[src/rtl/pipe_adder.sv]
// Pipelined ripple adder/subtractor: WIDTH bits split into STAGES segments, one
// segment added per stage, with a single global advance for valid/ready flow.
module pipe_adder #(
    parameter int WIDTH  = 32,
    parameter int STAGES = 4
) (
    input  logic             clk,
    input  logic             rst_n,
    input  logic             in_valid,
    output logic             in_ready,
    input  logic [WIDTH-1:0] a,
    input  logic [WIDTH-1:0] b,
    input  logic             sub,
    output logic             out_valid,
    input  logic             out_ready,
    output logic [WIDTH-1:0] sum,
    output logic             carry,
    output logic             ovf,
    output logic             zero
);

    localparam int SEG  = WIDTH / STAGES;
    localparam int LAST = STAGES - 1;

    if ((STAGES < 1) || ((WIDTH % STAGES) != 0)) begin : g_bad_params
        $fatal(1, "pipe_adder: WIDTH must be a non-zero multiple of STAGES");
    end

    // Stage inputs (_s), merged partial sums (_d) and stage registers (_q).
    logic [WIDTH-1:0] a_s   [STAGES];
    logic [WIDTH-1:0] b_s   [STAGES];
    logic [WIDTH-1:0] p_s   [STAGES];
    logic             c_s   [STAGES];
    logic             v_s   [STAGES];
    logic [SEG:0]     seg_s [STAGES];
    logic [WIDTH-1:0] p_d   [STAGES];
    logic [WIDTH-1:0] a_q   [STAGES];
    logic [WIDTH-1:0] b_q   [STAGES];
    logic [WIDTH-1:0] p_q   [STAGES];
    logic             c_q   [STAGES];
    logic             v_q   [STAGES];

    logic             adv_s;
    logic [WIDTH-1:0] b_eff_s;
    logic             ovf_d;
    logic             zero_d;
    logic             ovf_q;
    logic             zero_q;

    // A stall anywhere freezes the whole pipe, so no bubble is ever squeezed out.
    assign adv_s    = !v_q[LAST] || out_ready;
    assign in_ready = adv_s;
    assign b_eff_s  = sub ? ~b : b;

    for (genvar k = 0; k < STAGES; k++) begin : g_stg
        if (k == 0) begin : g_head
            assign a_s[k] = a;
            assign b_s[k] = b_eff_s;
            assign p_s[k] = {WIDTH{1'b0}};
            assign c_s[k] = sub;
            assign v_s[k] = in_valid;
        end else begin : g_body
            assign a_s[k] = a_q[k-1];
            assign b_s[k] = b_q[k-1];
            assign p_s[k] = p_q[k-1];
            assign c_s[k] = c_q[k-1];
            assign v_s[k] = v_q[k-1];
        end

        assign seg_s[k] = {1'b0, a_s[k][k*SEG +: SEG]}
                        + {1'b0, b_s[k][k*SEG +: SEG]}
                        + {{SEG{1'b0}}, c_s[k]};

        // Lower segments pass through untouched; this stage fills in its own slice.
        always_comb begin
            p_d[k]                = p_s[k];
            p_d[k][k*SEG +: SEG]  = seg_s[k][SEG-1:0];
        end

        // Stage register; data only loads with a valid beat so bubbles keep X out.
        always_ff @(posedge clk or negedge rst_n) begin
            if (!rst_n) begin
                v_q[k] <= 1'b0;
                c_q[k] <= 1'b0;
                a_q[k] <= {WIDTH{1'b0}};
                b_q[k] <= {WIDTH{1'b0}};
                p_q[k] <= {WIDTH{1'b0}};
            end else if (adv_s) begin
                v_q[k] <= v_s[k];
                if (v_s[k]) begin
                    a_q[k] <= a_s[k];
                    b_q[k] <= b_s[k];
                    p_q[k] <= p_d[k];
                    c_q[k] <= seg_s[k][SEG];
                end
            end
        end
    end

    // Flags are evaluated from the completed sum entering the last stage.
    always_comb begin
        ovf_d  = (a_s[LAST][WIDTH-1] == b_s[LAST][WIDTH-1])
              && (p_d[LAST][WIDTH-1] != a_s[LAST][WIDTH-1]);
        zero_d = (p_d[LAST] == {WIDTH{1'b0}});
    end

    // Flag registers belong to the last stage and share its load enable.
    always_ff @(posedge clk or negedge rst_n) begin
        if (!rst_n) begin
            ovf_q  <= 1'b0;
            zero_q <= 1'b0;
        end else if (adv_s && v_s[LAST]) begin
            ovf_q  <= ovf_d;
            zero_q <= zero_d;
        end
    end

    assign out_valid = v_q[LAST];
    assign sum       = p_q[LAST];
    assign carry     = c_q[LAST];
    assign ovf       = ovf_q;
    assign zero      = zero_q;

endmodule

[config.mk]
export PLATFORM = sky130hd
export DESIGN_NAME = pipe_adder
export DESIGN_NICKNAME = d
export VERILOG_FILES = /design/src/rtl/pipe_adder.sv
export SDC_FILE = /design/constraint.sdc
export NUM_CORES = 1
export LEC_CHECK = 0
export CORE_UTILIZATION = 60
export DETAILED_ROUTE_END_ITERATION = 7
export PLACE_DENSITY_LB_ADDON = 0.2
export REMOVE_ABC_BUFFERS = 1
export SETUP_SLACK_MARGIN = 0.1
export SYNTH_ARGS = -nofsm -noshare
export SYNTH_HDL_FRONTEND = slang
export SYNTH_SLANG_ARGS = --single-unit
[constraint.sdc]
create_clock -name clk -period 4.1 [get_ports clk]
set_input_delay 0.82 -clock clk [delete_from_list [all_inputs] [get_ports clk]]
set_output_delay 0.82 -clock clk [all_outputs]
set_load 0.05 [all_outputs]
==> impl_metrics.toml, run 1 <==
[logic_synthesis]
ys_seq_area_share_pct = 55.5
syn_area_um2 = 8380
synth.most_common_cell = "dfrtp_1"
synthCells = 666
synth_edf_count = 0
yosys-top-cells-count = "186 x dfrtp_1, 126 x mux2_2, 66 x nand2_1, 44 x o21ai_0, 35 x xnor2_1"
synth_top_family_by_area = "multiplexers"
syn_avg_cell_area_um2 = 12.6
ys_ff_latch = 186
ys_types = 41
yosys.area.top_type = "dfrtp_1"
synth-compound-area-share_pct = 7.57
synthMuxAreaShare_pct = 17.2
yosysWarnings = 0
synthFlopType = "dfrtp_1"
synth-simple-area-share_pct = 6.07
synth_top_area_share_pct = 55.5
synth-xor-area-share_pct = 5.33
async_flop_share_pct = 100
synthTopCellsByArea = "dfrtp_1 56%, mux2_2 17%, ha_1 4.2%"
synth-adder-area-share_pct = 5.85

[cells_and_area]
fillCellCount = 882
nets = 873
multi_input_area_um2 = 3530
register_area_um2 = 4650
antenna_cells = 0
drive_gt1_share_pct = 22.2
fin_util_pct = 75.7
syn_to_final_growth_pct = 21.4

[cts]
clock_latency_ns = 0.43
cts_resized = 0
path_clk_slew_ns = 0.06
cts.sinks = 186
cts-root-buf = "clkbuf_16"
cts_buffers = 17
clk_path_buf_depth = 2
cts_tree = "built"
htree_levels = 4
post-cts-setup-buffers = 0
ctsHoldBuffers = 0

[power_and_ir_drop]
p_per_area_nw_per_um2 = 843
irDropWorstVdd_uv = 414
p_leak_uw = 0.00453

[hold_path]
hold_class = "in2async"

[grt]
overflow = 0
grt_pass1_wl_mm = 27.1
grt_pass1_vias = 5620
grt_max_degree = 187
grt_antenna_before_repair = 0
grt_usage_pct = 24.5

[die]
initial_core_util_pct = 62.3
num_rows = 42
die_area_um2 = 14400
pin_count = 106
core_um2 = 13500
die_w_um = 120
chipHeight_um = 120

[worst_setup_path]
critPathKind = "in2out"
r2r_cells = 9
r2r_slack_ns = 1.45
crit_end = "in_ready"
worstReg2RegEnd = "zero"
crit_fanout = 7
arrival_ns = 2.36
critPathRequiredTime_ns = 3.28
start_kind = "input port"
crit_path_end_kind = "primary output"
r2r-start = "a_q[56]"
crit_path_start = "out_ready"

[flow_run]
maxCapViolCount = 0

[drt]
ant_nets = 0
drt_iter0_markers = 376
wl_mm = 16.2
via_count = 5368
drtPass1Iterations = 4
drc = 0
wl_per_cell_um = 17.0
vias_per_cell = 5.61

[timing]
finalSetupTns_ns = 0
rsz0062_at_grt = "false"
setup_violations = 0
slew-limit-headroom_pct = 24.2
fin_worst_skew_ns = 0.00614
worst_slew_pin_slew_ns = 1.13
maxSlewViolCount = 0
fmax_mhz = 314
fin_crit_ns = 3.18
finalCritPeriodShare_pct = 77.6
final-hold-violation-count = 0

[status]
status = "finished, final reports clean"

[place]
port-buffer-count = 105
hpwl_mm = 10.7
gp_congestion = 0.830
[worst min-delay path by stage]
stage	endpoint	slack, ns	cells after the start
finish	b_q[117]	0.48	2
global route	p_d[69]	0.50	2
CTS	b_q[121]	0.48	2
detailed placement	b_q[121]	0.47	2
global placement	b_q[119]	0.46	2
floorplan	p_d[43]	0.44	2
[flip-flops by register name, summed over array words and instances (netlist names)]
signal / flops
a_q: 48
ovf: 1
b_q: 48
carry: 1
c_q: 3
p_d: 48
sum: 32
out_valid: 1
v_q: 3
zero: 1
[cell families (layout without fill, tap and decap cells)]
group,after synthesis,in the layout
flip-flops,186,186
XOR/XNOR,51,51
AO/OA/AOI/OAI,105,105
buffers and inverters,47,162
AND/OR/NAND/NOR,114,114
adder cells (fa/ha/maj),35,35
multiplexers,128,128
[area by class of cell]
cell class,count,area share [%]
multi-input cells,433,34.7
flip-flops and latches,186,45.7
clock buffers,21,4.42
inverters,19,0.701
clock inverters,10,1.23
repair buffers,112,11.0
well taps,176,2.16
[layout by cell type, fill, tap and decap left out, types with 15 or more instances in the layout]
cell type / synthesis / routed
mux2_2: 126 / 126
o21ai_0: 44 / 44
nand2_1: 66 / 62
a21oi_1: 15 / 15
clkdlybuf4s50_1: 0 / 103
xor2_1: 16 / 16
dfrtp_1: 186 / 186
ha_1: 28 / 28
inv_1: 18 / 18
xnor2_1: 35 / 35
clkbuf_16: 0 / 17
[critical path, stage by stage]
cell             delay, ns
clkdlybuf4s50_1       0.40
nor2b_1               0.27
inv_2                 0.15
clkdlybuf4s50_1       0.72
[where the power goes]
group          switching, uW  internal (uW)  total, uW  leakage [uW]
clock                    646            963       1610      0.000290
sequential               494           2660       3150       0.00225
combinational           2080           1740       3820       0.00199
[per-layer routing]
metal | vias up | global-route usage [%] | wire (um)
met5 | - | 0 | 0
met4 | 0 | 9.77 | 306
met3 | 24 | 4.48 | 665
met2 | 124 | 42.5 | 8370
met1 | 2701 | 30.5 | 6890
li1 | 2519 | - | -
[through the flow]
step                      instance area, um2  total power [uW]  setup slack (ns)  std cells  hold WS, ns
after global placement                  9610              6730             0.968        926        0.458
after CTS                              10200              8620             0.895        957        0.481
after global routing                   10200              9110             0.858        957        0.497
after detailed placement                9610              6930             0.861        926        0.467
after floorplan                         8250              5810             0.837        638        0.445
final                                  10200              8580             0.920        957        0.477
Note: power is estimated with default switching activity, not from simulation.
==> inputs of run 2 (changes only) <==
CORE_UTILIZATION = 56   (was 60)
clock period = 3 ns   (was 4.1 ns; I/O delays follow)
==> impl_metrics.toml, run 2 (synthesis results as in run 1) <==
[grt]
grt_antenna_before_repair = 0
grt_usage_pct = 21.7
grt_max_degree = 70
grt_pass1_vias = 5517
grt_pass1_wl_mm = 26.5
overflow = 0

[cells_and_area]
final_cell_mix = "186 x dfrtp_1, 126 x mux2_2, 103 x clkdlybuf4s50_1"
final_common_cell = "dfrtp_1"
register_area_um2 = 4650
antenna_cells = 0
fillCellCount = 1039
multi_input_area_um2 = 3530
syn_to_final_growth_pct = 22.2
drive_gt1_share_pct = 22.5
design_area_um2 = 10200
nets = 877
fin_util_pct = 70.2

[worst_setup_path]
crit_end = "in_ready"
path_cells = "clkdlybuf4s50_1 > nor2b_1 > inv_2 > clkdlybuf4s50_1"
r2r_cells = 9
arrival_ns = 2.13
crit_slowest_cell = "clkdlybuf4s50_1"
r2r_slack_ns = 0.40
crit_path_start = "out_ready"
crit_path_end_kind = "primary output"
crit_fanout = 7
critPathRequiredTime_ns = 2.40
worstReg2RegEnd = "zero"
critPathKind = "in2out"
slowest_delay_ns = 0.72
start_kind = "input port"
cpMostUsedCell = "clkdlybuf4s50_1"
r2r-start = "a_q[56]"

[drt]
drc = 0
drt_iter0_markers = 256
via_count = 5222
vias_per_cell = 5.39
wl_mm = 15.5
ant_nets = 0
wl_per_cell_um = 16.0
drtPass1Iterations = 4

[timing]
maxSlewViolCount = 0
finalCritPeriodShare_pct = 90.8
finalWorstSetupSlack_ns = 0.275
slew-limit-headroom_pct = 57.3
final-hold-violation-count = 0
fmax_mhz = 367
setup_violations = 0
fin_crit_ns = 2.73
rsz0062_at_grt = "false"
fin_worst_skew_ns = 0.00552
worst_slew_pin_slew_ns = 0.640

[power_and_ir_drop]
p_sw_share_pct = 36.9
p_seq_share_pct = 37.1
internal-power_uw = 7290
p_total_uw = 11600
p_sw_uw = 4270
combPwrFrac_pct = 44.5
p_per_area_nw_per_um2 = 1130
p_clk_share_pct = 18.4
p_leak_uw = 0.00456
irDropWorstVdd_uv = 527

[cts]
ctsHoldBuffers = 0
cts_resized = 0
clock_latency_ns = 0.42
cts.sinks = 186
post-cts-setup-buffers = 0
clk_path_buf_depth = 2
path_clk_slew_ns = 0.06
htree_levels = 4
cts_buffers = 17
cts_tree = "built"
cts-root-buf = "clkbuf_16"

[hold_path]
hold_class = "in2async"

[place]
gp_congestion = 0.794
port-buffer-count = 105
pre_cts_slack_ns = 0.0192
hpwl_mm = 10.9
placedInstanceArea_um2 = 9680

[status]
status = "finished, final reports clean"

[die]
num_rows = 44
initial_core_util_pct = 57.5
die_w_um = 124
chipHeight_um = 124
core_um2 = 14600
pin_count = 106
die_area_um2 = 15500

[flow_run]
maxCapViolCount = 0
[run 2: changes by cell type in the layout (fill, tap and decap cells not counted)]
cell,before,now
nand2_2,4,3
bufinv_16,3,2
clkinv_2,7,8
buf_4,5,6
clkbuf_8,1,2
nand2_1,62,63
clkbuf_1,3,2
buf_12,2,5
[run 2: worst min path at each step]
stage | startpoint | to | slack, ns | cells past startpoint
floorplan | rst_n | a_q[104] | 0.30 | 0
global placement | b_q[127] | b_q[127] | 0.46 | 2
detailed placement | p_d[47] | p_d[47] | 0.47 | 2
CTS | rst_n | a_q[116] | 0.20 | 1
global route | rst_n | sum[21] | 0.22 | 1
finish | rst_n | a_q[116] | 0.18 | 1
[run 2: per-stage QoR]
| stage | TNS, ns | hold WS (ns) | instances |
|---|---|---|---|
| 2_1_floorplan | -4.01 | 0.304 | 638 |
| 4_1_cts | 0 | 0.197 | 969 |
| 6_report | 0 | 0.176 | 969 |
| 3_3_place_gp | 0 | 0.458 | 938 |
| 3_5_place_dp | 0 | 0.469 | 938 |
| 5_1_grt | 0 | 0.219 | 969 |
[run 2: power by group through the flow]
| stage | Combinational [uW] | Sequential [uW] | Clock, uW |
|---|---|---|---|
| 5_1_grt | 5600 | 4440 | 2280 |
| 3_5_place_dp | 5150 | 4350 | 0 |
| 3_3_place_gp | 4990 | 4280 | 0 |
| 4_1_cts | 5190 | 4310 | 2160 |
| 6_report | 5140 | 4290 | 2130 |
| 2_1_floorplan | 3040 | 4900 | 0 |
[run 2: layer usage]
layer	track usage (%)	wire [um]
met5	0	0
met4	6.52	160
met3	4.47	477
met2	38.1	8050
met1	26.8	6830
[run 2: layout make-up]
| type | instances | area share, % |
|---|---|---|
| flip-flops and latches | 186 | 45.4 |
| multi-input cells | 433 | 34.5 |
| repair buffers | 116 | 11.6 |
| clock buffers | 21 | 4.50 |
| well taps | 184 | 2.25 |
| clock inverters | 10 | 0.977 |
| inverters | 19 | 0.696 |
[run 2: worst max-delay path: cells and delay by family]
family	cells	cell delay (ns)
buffers and inverters	3	1.26
AND/OR/NAND/NOR	1	0.26
==> inputs of run 3 (changes only) <==
CORE_MARGIN = 1   (was not set)
SLEW_MARGIN = 20   (was not set)
==> results of run 3 <==
The final DEF is identical to that of run 2; final timing and power are the same.
